### config.mk
export PLATFORM = sky130hd
export DESIGN_NAME = uart_rx16
export DESIGN_NICKNAME = d
export VERILOG_FILES = /design/src/rtl/uart_rx16.sv
export SDC_FILE = /design/constraint.sdc
export NUM_CORES = 1
export LEC_CHECK = 0
export ABC_AREA = 0
export CAP_MARGIN = 20
export CORE_UTILIZATION = 49
export DETAILED_ROUTE_END_ITERATION = 7
export GPL_ROUTABILITY_DRIVEN = 0
export PLACE_DENSITY = 0.74
export SLEW_MARGIN = 20
export SYNTH_ARGS = -nofsm -noshare
export SYNTH_HDL_FRONTEND = slang
export SYNTH_SLANG_ARGS = --single-unit
### constraint.sdc
create_clock -name clk -period 1.85 [get_ports clk]
set_input_delay 0.185 -clock clk [delete_from_list [all_inputs] [get_ports clk]]
set_output_delay 0.185 -clock clk [all_outputs]
set_load 0.005 [all_outputs]
### src/rtl/uart_rx16.sv
// 8N1 UART receiver clocked by a 16x-baud enable; samples the middle of each bit
// and reports a good byte (en_out) or a low stop bit (frame_err) with one-clk pulses.
`timescale 1ns/1ps
module uart_rx16 #(
    parameter int SYNC_STAGES = 2
) (
    input  logic       clk,
    input  logic       reset,
    input  logic       en16,
    input  logic       ser_in,
    output logic [7:0] dout,
    output logic       en_out,
    output logic       frame_err,
    output logic       busy
);

    typedef enum logic [2:0] {
        IDLE  = 3'd0,
        START = 3'd1,
        DATA  = 3'd2,
        STOP  = 3'd3,
        BRK   = 3'd4
    } state_t;

    logic [SYNC_STAGES-1:0] sync_r;
    logic                   rxs_s;
    state_t                 state_r, state_nxt_s;
    logic [3:0]             scnt_r, scnt_nxt_s;
    logic [2:0]             bidx_r, bidx_nxt_s;
    logic [7:0]             shreg_r, shreg_nxt_s;
    logic [7:0]             dout_nxt_s;
    logic                   en_out_nxt_s;
    logic                   ferr_nxt_s;

    assign rxs_s = sync_r[SYNC_STAGES-1];

    // Synchronizer chain for the asynchronous serial line; resets to idle-high.
    always_ff @(posedge clk) begin
        if (reset) begin
            sync_r <= {SYNC_STAGES{1'b1}};
        end else begin
            sync_r <= {sync_r[SYNC_STAGES-2:0], ser_in};
        end
    end

    // Next-state and datapath decode for the receive FSM.
    always_comb begin
        state_nxt_s  = state_r;
        scnt_nxt_s   = scnt_r;
        bidx_nxt_s   = bidx_r;
        shreg_nxt_s  = shreg_r;
        dout_nxt_s   = dout;
        en_out_nxt_s = 1'b0;
        ferr_nxt_s   = 1'b0;
        case (state_r)
            IDLE: begin
                if (!rxs_s) begin
                    state_nxt_s = START;
                    scnt_nxt_s  = 4'd0;
                end else begin
                    state_nxt_s = IDLE;
                end
            end
            START: begin
                if (en16) begin
                    if (scnt_r == 4'd7) begin
                        scnt_nxt_s = 4'd0;
                        if (!rxs_s) begin
                            state_nxt_s = DATA;
                            bidx_nxt_s  = 3'd0;
                        end else begin
                            state_nxt_s = IDLE;
                        end
                    end else begin
                        scnt_nxt_s = scnt_r + 4'd1;
                    end
                end else begin
                    scnt_nxt_s = scnt_r;
                end
            end
            DATA: begin
                if (en16) begin
                    // scnt wraps 15->0, so the next bit period starts clean
                    scnt_nxt_s = scnt_r + 4'd1;
                    if (scnt_r == 4'd15) begin
                        shreg_nxt_s = {rxs_s, shreg_r[7:1]};
                        bidx_nxt_s  = bidx_r + 3'd1;
                        if (bidx_r == 3'd7) begin
                            state_nxt_s = STOP;
                            scnt_nxt_s  = 4'd0;
                        end else begin
                            state_nxt_s = DATA;
                        end
                    end else begin
                        shreg_nxt_s = shreg_r;
                    end
                end else begin
                    scnt_nxt_s = scnt_r;
                end
            end
            STOP: begin
                if (en16) begin
                    if (scnt_r == 4'd15) begin
                        scnt_nxt_s = 4'd0;
                        if (rxs_s) begin
                            dout_nxt_s   = shreg_r;
                            en_out_nxt_s = 1'b1;
                            state_nxt_s  = IDLE;
                        end else begin
                            ferr_nxt_s  = 1'b1;
                            state_nxt_s = BRK;
                        end
                    end else begin
                        scnt_nxt_s = scnt_r + 4'd1;
                    end
                end else begin
                    scnt_nxt_s = scnt_r;
                end
            end
            BRK: begin
                // A held-low line parks here until it returns high.
                if (en16 && rxs_s) begin
                    state_nxt_s = IDLE;
                end else begin
                    state_nxt_s = BRK;
                end
            end
            default: begin
                state_nxt_s = IDLE;
                scnt_nxt_s  = 4'd0;
            end
        endcase
    end

    // State, counters and registered outputs.
    always_ff @(posedge clk) begin
        if (reset) begin
            state_r   <= IDLE;
            scnt_r    <= 4'd0;
            bidx_r    <= 3'd0;
            shreg_r   <= 8'h00;
            dout      <= 8'h00;
            en_out    <= 1'b0;
            frame_err <= 1'b0;
            busy      <= 1'b0;
        end else begin
            state_r   <= state_nxt_s;
            scnt_r    <= scnt_nxt_s;
            bidx_r    <= bidx_nxt_s;
            shreg_r   <= shreg_nxt_s;
            dout      <= dout_nxt_s;
            en_out    <= en_out_nxt_s;
            frame_err <= ferr_nxt_s;
            busy      <= (state_nxt_s != IDLE);
        end
    end

endmodule

==> metrics.csv, run 1 <==
metric;value;unit
Clk pwr share;0.425;
Seq cells post-synth;31;
Placed Instances;192;
Flop pwr share;0.526;
core area;0.00252;mm^2
largest net degree at the start of global routing;17;
worst skew pair latency;320;ps
Setup Skew;3.90;ps
Sink Count;31;
area grow syn2layout;27.1;%
final worst setup slack;101;ps
number of global-route vias before repair;918;
Async SR Flop Fraction;0;
Synth top area share;0.467;
Yosys cell types;40;
yosys warns;0;
worst-path maximum fanout;3;
Vias;1076;
Starting Density;0.527;
Clk pin slew, worst setup/hold paths;90;ps
status;finished, final reports clean;
Top FF cell, synth;dfxtp_1;
Crit Path Class;flip-flop to flip-flop;
Num CTS Buffers;5;
pins over their slew limit;0;
Total Routing Usage GR;0.200;
initial DRC count;24;
Syn Inst Count;142;
Mapped Area;0.00133;mm^2
Leak;0.000618;uW
I/O Buffers;14;
Post-CTS Hold Fix Bufs;0;
Clock Path Buffers;2;
Post-synth EDFFs;0;
Clock H-tree levels;2;
Final Hold Fails;0;
Die W;54.1;um
top cells by area, synth;dfxtp_1 (47%), mux2i_1 (12%), nor2_1 (6.8%);
TritonRoute pass-1 iters;4;
setup tns final;0;ps
largest area contributor in the netlist;dfxtp_1;
Worst Hold Class;input pin to flip-flop;
dpl ws;-0.310;ps
Die H;54.1;um
final std cells w/o fill;200;
Avg WL per Cell;12.5;um
Arr. time, crit path;2000;ps
num rows;18;
maxcap violations;0;
count leader, synth;dfxtp_1;
antenna viol nets, final;0;
internal power;1020;uW
cell family with most CP delay;simple AND/OR/NAND/NOR gates;
Detailed Place HPWL;1770;um
CP bufs+invs;0;
Avg Inst Size Synth;9.37;um^2
Avg Vias per Cell;5.38;
Die Footprint;0.00293;mm^2
Max stage delay on crit path;440;ps
PD cells;758;mW/mm^2
initial antenna violation count;0;
share of cells above drive strength 1;0.206;
Ports;15;
unrepaired setup endpoints after global routing;false;
net switching power;259;uW
first-pass GRT wire length;4080;um
Routed WL;2500;um
worst vdd ir;603;uV
Remaining Overflow, GRT;0;
synth cell count leaders;dfxtp_1 (31), nor2_1 (24), mux2i_1 (16);
Synth Net Count;149;
DRC Markers;0;
final setup fails;0;
min cycle time layout;1750;ps
f_max;572;MHz
antenna cells;0;
fin crit share;0.945;
Worst Max-Slew Pin Slew;360;ps
crit path capture type;flip-flop;
crit-path cells;or3b_1, a2111o_1, or3_1, a21oi_2;
setup bufs post-CTS;0;
CP startpoint kind;flip-flop;
Switching Share;0.202;
Seq/Total Area, Yosys;0.467;
CTS Root Cell;clkbuf_4;
CTS tree;yes;
Critical Path RT;2100;ps
Comb pwr share;0.049;
Final Net Count;176;
slowest CP cell;a2111o_1;
slew margin rel.;0.754;
[metrics by stage]
stage                     power [uW]  instance area, um^2  hold slack, ps  utilization
final                           1280                 1690             419        0.670
after global placement           747                 1580             401        0.625
after global routing            1330                 1690             445        0.670
after detailed placement         749                 1580             403        0.625
after CTS                       1290                 1660             409        0.659
after floorplan                  720                 1330             289            -
[worst reg2reg max path, cell delays in order, from the launching register on]
cell	delay, ps
dfxtp_1	370
or3b_1	400
a2111o_1	440
or3_1	340
a21oi_2	130
[final timing paths]
kind | startpoint | cells after the start | slack [ps] | end
max | state_r[0] | 4 | 100 | bidx_r[0]
min | ser_in | 2 | 420 | sync_r[0]
max reg2reg | state_r[0] | 4 | 100 | bidx_r[0]
min reg2reg | sync_r[0] | 1 | 430 | sync_r[1]
[power groups by stage]
stage               clock [uW]  combinational [uW]  sequential [uW]
floorplan                    0                29.7              690
global placement             0                57.1              690
detailed placement           0                58.3              690
CTS                        559                58.6              675
global route               584                68.9              676
finish                     544                62.6              675
[cells in the final DEF, fill, tap and decap left out, drive strengths merged, types with 3 or more instances in the layout]
master,Yosys,final
or2,4,4
o21ai,3,3
a21oi,6,6
mux2i,16,16
dfxtp,31,31
buf,6,15
nand2,9,9
ha,3,3
clkbuf,3,6
nor2,24,24
clkdlybuf4s50,0,14
nand2b,3,3
nand3,5,5
[layer usage]
layer,track usage,wire length [um],vias up
li1,-,-,551
met1,0.276,1280,500
met2,0.280,1090,20
met3,0.0621,98,5
met4,0.0897,29,0
met5,0,0,-
[timing repair]
action / CTS / global route
pin swaps: 1 / 1
endpoints found under the setup margin: 1 / 10
resized for setup: 0 / 7
gates cloned: 0 / 0
hold endpoints to repair: 0 / 0
[cell type report]
cell class | count | area (um^2)
fill | 198 | 832
inverter | 2 | 7.51
timing repair buffer | 29 | 253
multi-input combinational | 100 | 683
clock inverter | 2 | 35.0
sequential | 31 | 623
tap | 30 | 37.5
clock buffer | 6 | 51.3
[logic make-up (layout without fill, tap and decap cells)]
| logic type | Yosys count | after routing | share of synthesized area |
|---|---|---|---|
| buffers and inverters | 11 | 39 | 0.0442 |
| AO/OA/AOI/OAI | 20 | 20 | 0.103 |
| AND/OR/NAND/NOR | 59 | 59 | 0.225 |
| XOR/XNOR | 2 | 2 | 0.0132 |
| adder cells (fa/ha/maj) | 3 | 3 | 0.0282 |
| multiplexers | 16 | 16 | 0.120 |
| flip-flops | 31 | 31 | 0.467 |
[sequential cells by signal, indices dropped and copies added, names as in the netlist]
register and flops:
frame_err 1, sync_r 2, en_out 1, shreg_r 8, busy 1, scnt_r 4, dout 8, state_r 3
bidx_r 3
(Power assumes the default switching activity.)
==> run 2, diff against run 1 <==
--- a/config.mk
+++ b/config.mk
@@ -7,10 +7,11 @@
 export LEC_CHECK = 0
 export ABC_AREA = 0
 export CAP_MARGIN = 20
-export CORE_UTILIZATION = 49
+export CORE_UTILIZATION = 54
+export CTS_CLUSTER_DIAMETER = 150
 export DETAILED_ROUTE_END_ITERATION = 7
 export GPL_ROUTABILITY_DRIVEN = 0
-export PLACE_DENSITY = 0.74
+export PLACE_DENSITY = 0.77
 export SLEW_MARGIN = 20
 export SYNTH_ARGS = -nofsm -noshare
 export SYNTH_HDL_FRONTEND = slang
==> constraint.sdc (replaced) <==
create_clock -name clk -period 2 [get_ports clk]
set_input_delay 0.2 -clock clk [delete_from_list [all_inputs] [get_ports clk]]
set_output_delay 0.2 -clock clk [all_outputs]
set_load 0.005 [all_outputs]
==> metrics.csv, run 2 (same netlist as run 1, synthesis figures left out) <==
metric;value;unit
Setup Skew;11.1;ps
Clock Path Buffers;2;
share of cells above drive strength 1;0.152;
Starting Density;0.584;
Total Routing Usage GR;0.232;
first-pass GRT wire length;4510;um
crit path capture type;flip-flop;
core area;0.00228;mm^2
Sequential Area;621;um^2
Comb pwr share;0.050;
PD cells;671;mW/mm^2
Leak;0.000580;uW
Arr. time, crit path;2170;ps
most common cell after layout, fill and taps aside;dfxtp_1;
Final Net Count;170;
worst skew pair latency;320;ps
Sink Count;31;
area grow syn2layout;21.4;%
antenna viol nets, final;0;
largest net degree at the start of global routing;15;
min cycle time layout;1920;ps
DRC Markers;0;
Ports;15;
fin crit share;0.960;
Avg WL per Cell;13.8;um
num rows;17;
CTS tree;yes;
area occupied by multi-input gates;676;um^2
f_max;521;MHz
Clk pwr share;0.374;
slew margin rel.;0.601;
Num CTS Buffers;5;
initial antenna violation count;0;
status;finished, final reports clean;
biggest registers after layout;dout: 8 flops, shreg_r: 8 flops, scnt_r: 4 flops;
maxcap violations;0;
Avg Vias per Cell;5.73;
Flop pwr share;0.576;
Worst Max-Slew Pin Slew;583;ps
Die H;51.6;um
worst-path maximum fanout;3;
commonest cells after routing, fill and taps aside;dfxtp_1 (31), nor2_1 (24), mux2i_1 (16);
Worst Hold Class;flip-flop to flip-flop;
antenna cells;0;
number of global-route vias before repair;1068;
TritonRoute pass-1 iters;4;
internal power;853;uW
Detailed Place HPWL;1850;um
net switching power;230;uW
Critical Path RT;2250;ps
Clk pin slew, worst setup/hold paths;100;ps
Hold Worst Slack;434;ps
Remaining Overflow, GRT;0;
final instance area;0.00162;mm^2
initial DRC count;25;
CP startpoint kind;flip-flop;
worst vdd ir;717;uV
CTS Root Cell;clkbuf_4;
Clock H-tree levels;2;
pins over their slew limit;0;
Die W;51.6;um
Vias;1101;
filler instances;176;
setup tns final;0;ps
Final Hold Fails;0;
Crit Path Class;flip-flop to flip-flop;
unrepaired setup endpoints after global routing;false;
Routed WL;2660;um
Switching Share;0.213;
Post-CTS Hold Fix Bufs;0;
I/O Buffers;14;
Die Footprint;0.00267;mm^2
final setup fails;0;
Placed Instance Area;0.00153;mm^2
## run 2: critical path, stage by stage (launching register included)
cell	delay [ps]
dfxtp_1	330
ha_1	190
ha_1	190
or2_2	300
a31oi_4	210
or4b_1	470
a31oi_1	170
## run 2: timing repair
action	CTS	global route
resized for setup	0	3
endpoints found under the setup margin	0	1
buffers inserted	0	0
## run 2: routing by layer
metal  vias to the layer above  wire, um  track usage
met5                         -         0            0
met4                         0        27        0.113
met3                         4       117       0.0614
met2                        31      1290        0.385
met1                       525      1230        0.275
li1                        541         -            -
## run 2: final timing paths
| path | slack [ps] | end | cells past startpoint | startpoint |
|---|---|---|---|---|
| max reg2reg | 80 | scnt_r[3] | 6 | bidx_r[0] |
| max | 80 | scnt_r[3] | 6 | bidx_r[0] |
| min reg2reg | 430 | sync_r[1] | 1 | sync_r[0] |
| min | 430 | sync_r[1] | 1 | sync_r[0] |
## run 2: cell type report
| class | count | share of cell area |
|---|---|---|
| inverters | 2 | 0.00465 |
| flip-flops and latches | 31 | 0.384 |
| repair buffers | 23 | 0.129 |
| well taps | 28 | 0.0217 |
| clock buffers | 8 | 0.0426 |
| multi-input cells | 100 | 0.418 |
## run 2: through the flow
step	util	std cells	worst slack, ps	power (uW)
after detailed placement	0.671	184	50.3	689
after CTS	0.701	192	39.2	1100
after global placement	0.671	184	168	687
after global routing	0.710	192	3.36	1130
final	0.710	192	79.2	1080
after floorplan	-	142	200	666
## run 2: power by group through the flow
stage	clock network [uW]	logic, uW	registers (uW)
2_1_floorplan	0	27.5	638
3_3_place_gp	0	48.9	638
3_5_place_dp	0	50.5	639
4_1_cts	422	50.9	624
5_1_grt	445	58.9	625
6_report	405	54.1	624
==> run 3, diff against run 2 <==
--- a/config.mk
+++ b/config.mk
@@ -6,7 +6,6 @@
 export NUM_CORES = 1
 export LEC_CHECK = 0
 export ABC_AREA = 0
-export CAP_MARGIN = 20
 export CORE_UTILIZATION = 54
 export CTS_CLUSTER_DIAMETER = 150
 export DETAILED_ROUTE_END_ITERATION = 7
==> results of run 3 <==
Same layout as run 2: the final DEF is identical, and so are final timing and power.
==> variant (flow settings as in run 2) <==
`SYNC_STAGES`: 2 -> 4.
--- a/src/rtl/uart_rx16.sv
+++ b/src/rtl/uart_rx16.sv
@@ -4,3 +4,3 @@
 module uart_rx16 #(
-    parameter int SYNC_STAGES = 2
+    parameter int SYNC_STAGES = 4
 ) (
Behaviour: not the same (Yosys sat finds a counterexample within 4 cycles, from zero or initial values and one cycle with reset high).
==> variant against run 2 <==
  * Non-clock buffer count shrank 2
  * Largest power group unchanged
  * Wire length rose by 2.1%
  * Sequential cell count up 2
  * Via count is 6.6% higher
  * Largest cell class unchanged
  * Synthesized area is 9.2% higher
  * Final area is 4.1% higher
  * Total power down 4.6%
  * Setup slack better by 0.23 ns
==> variant: results (changes against run 2) <==
status=finished clean; Worst EP arrival=1.94 ns (-0.23 ns); iteration-0 DRC count of the detailed router=31 (+24%); fillers=210 (+19%); grt met2 use=36.0% (-2.5 points); hpwl dp=1950 µm (+5.4%); top post-synthesis cells by area=dfxtp_1, mux2i_1, nor2_1; crit path max fanout=6 (+3); reg2reg path depth=5 (-1); Setup WS pre-CTS=0.265 ns (+0.215 ns); WL met3=154 µm (+32%); Worst Clk Skew=0.00421 ns (-0.00694 ns); LEAKAGE=0.747 nW (+29%); M1 GR Usage=24.5% (-3.0 points); GRT Resource Usage Total=21.6% (-1.6 points); fin nets=178 (+4.7%); routed len/inst=13.4 µm (-2.9%); Worst Tran Pin Value=0.471 ns (-0.112 ns); top cells by count, synth=dfxtp_1, nor2_1, mux2i_1; maximum vdd drop=633 µV (-12%); vias=1174 (+6.6%); M1 WL=1190 µm (-2.5%); largest registers=dout (8), shreg_r (8); Post-Syn Nets=159 (+6.7%); synth unique cells=41 (+2.5%)
## variant: worst max-delay path, stage by stage, from the launching register on
cell	delay, ns
dfxtp_1	0.34
buf_4	0.16
or3_2	0.50
o21ai_0	0.31
nand4b_1	0.15
a21oi_1	0.17
## variant: per-stage QoR
stage | cells | util [%]
5_1_grt | 202 | 67.3
6_report | 202 | 67.3
2_1_floorplan | 152 | -
4_1_cts | 202 | 67.3
3_5_place_dp | 194 | 65.2
3_3_place_gp | 194 | 65.2
## variant: cell families (layout without fill, tap and decap cells)
kind of cell | count (synthesis) | after routing | share of synthesized area (%)
simple gates | 64 | 64 | 23.3
flops | 33 | 33 | 45.5
mux | 20 | 20 | 13.9
compound gates | 18 | 18 | 8.61
buf+inv | 13 | 33 | 5.51
fa+ha+maj | 3 | 3 | 2.58
xor+xnor | 1 | 1 | 0.603
## variant: where the power goes
group          leakage, nW  internal (W)  switching (W)
Clock               0.0320      0.000134       0.000205
Sequential           0.266      0.000660    0.000000985
Combinational        0.449     0.0000154      0.0000189
## variant: area by class of cell
cell class | instances | area (µm²) | area share (%)
sequential | 33 | 661 | 39.3
timing repair buffer | 21 | 205 | 12.2
tap | 30 | 37.5 | 2.23
multi-input combinational | 106 | 712 | 42.3
clock inverter | 2 | 10.0 | 0.595
clock buffer | 6 | 41.3 | 2.46
inverter | 4 | 15.0 | 0.893
## variant: final timing paths
check / startpoint / endpoint / slack, ns
setup / recovery: sync_r[3] / scnt_r[2] / 0.31
hold / removal: sync_r[2] / sync_r[3] / 0.42
setup reg to reg: sync_r[3] / scnt_r[2] / 0.31
hold reg to reg: sync_r[2] / sync_r[3] / 0.42
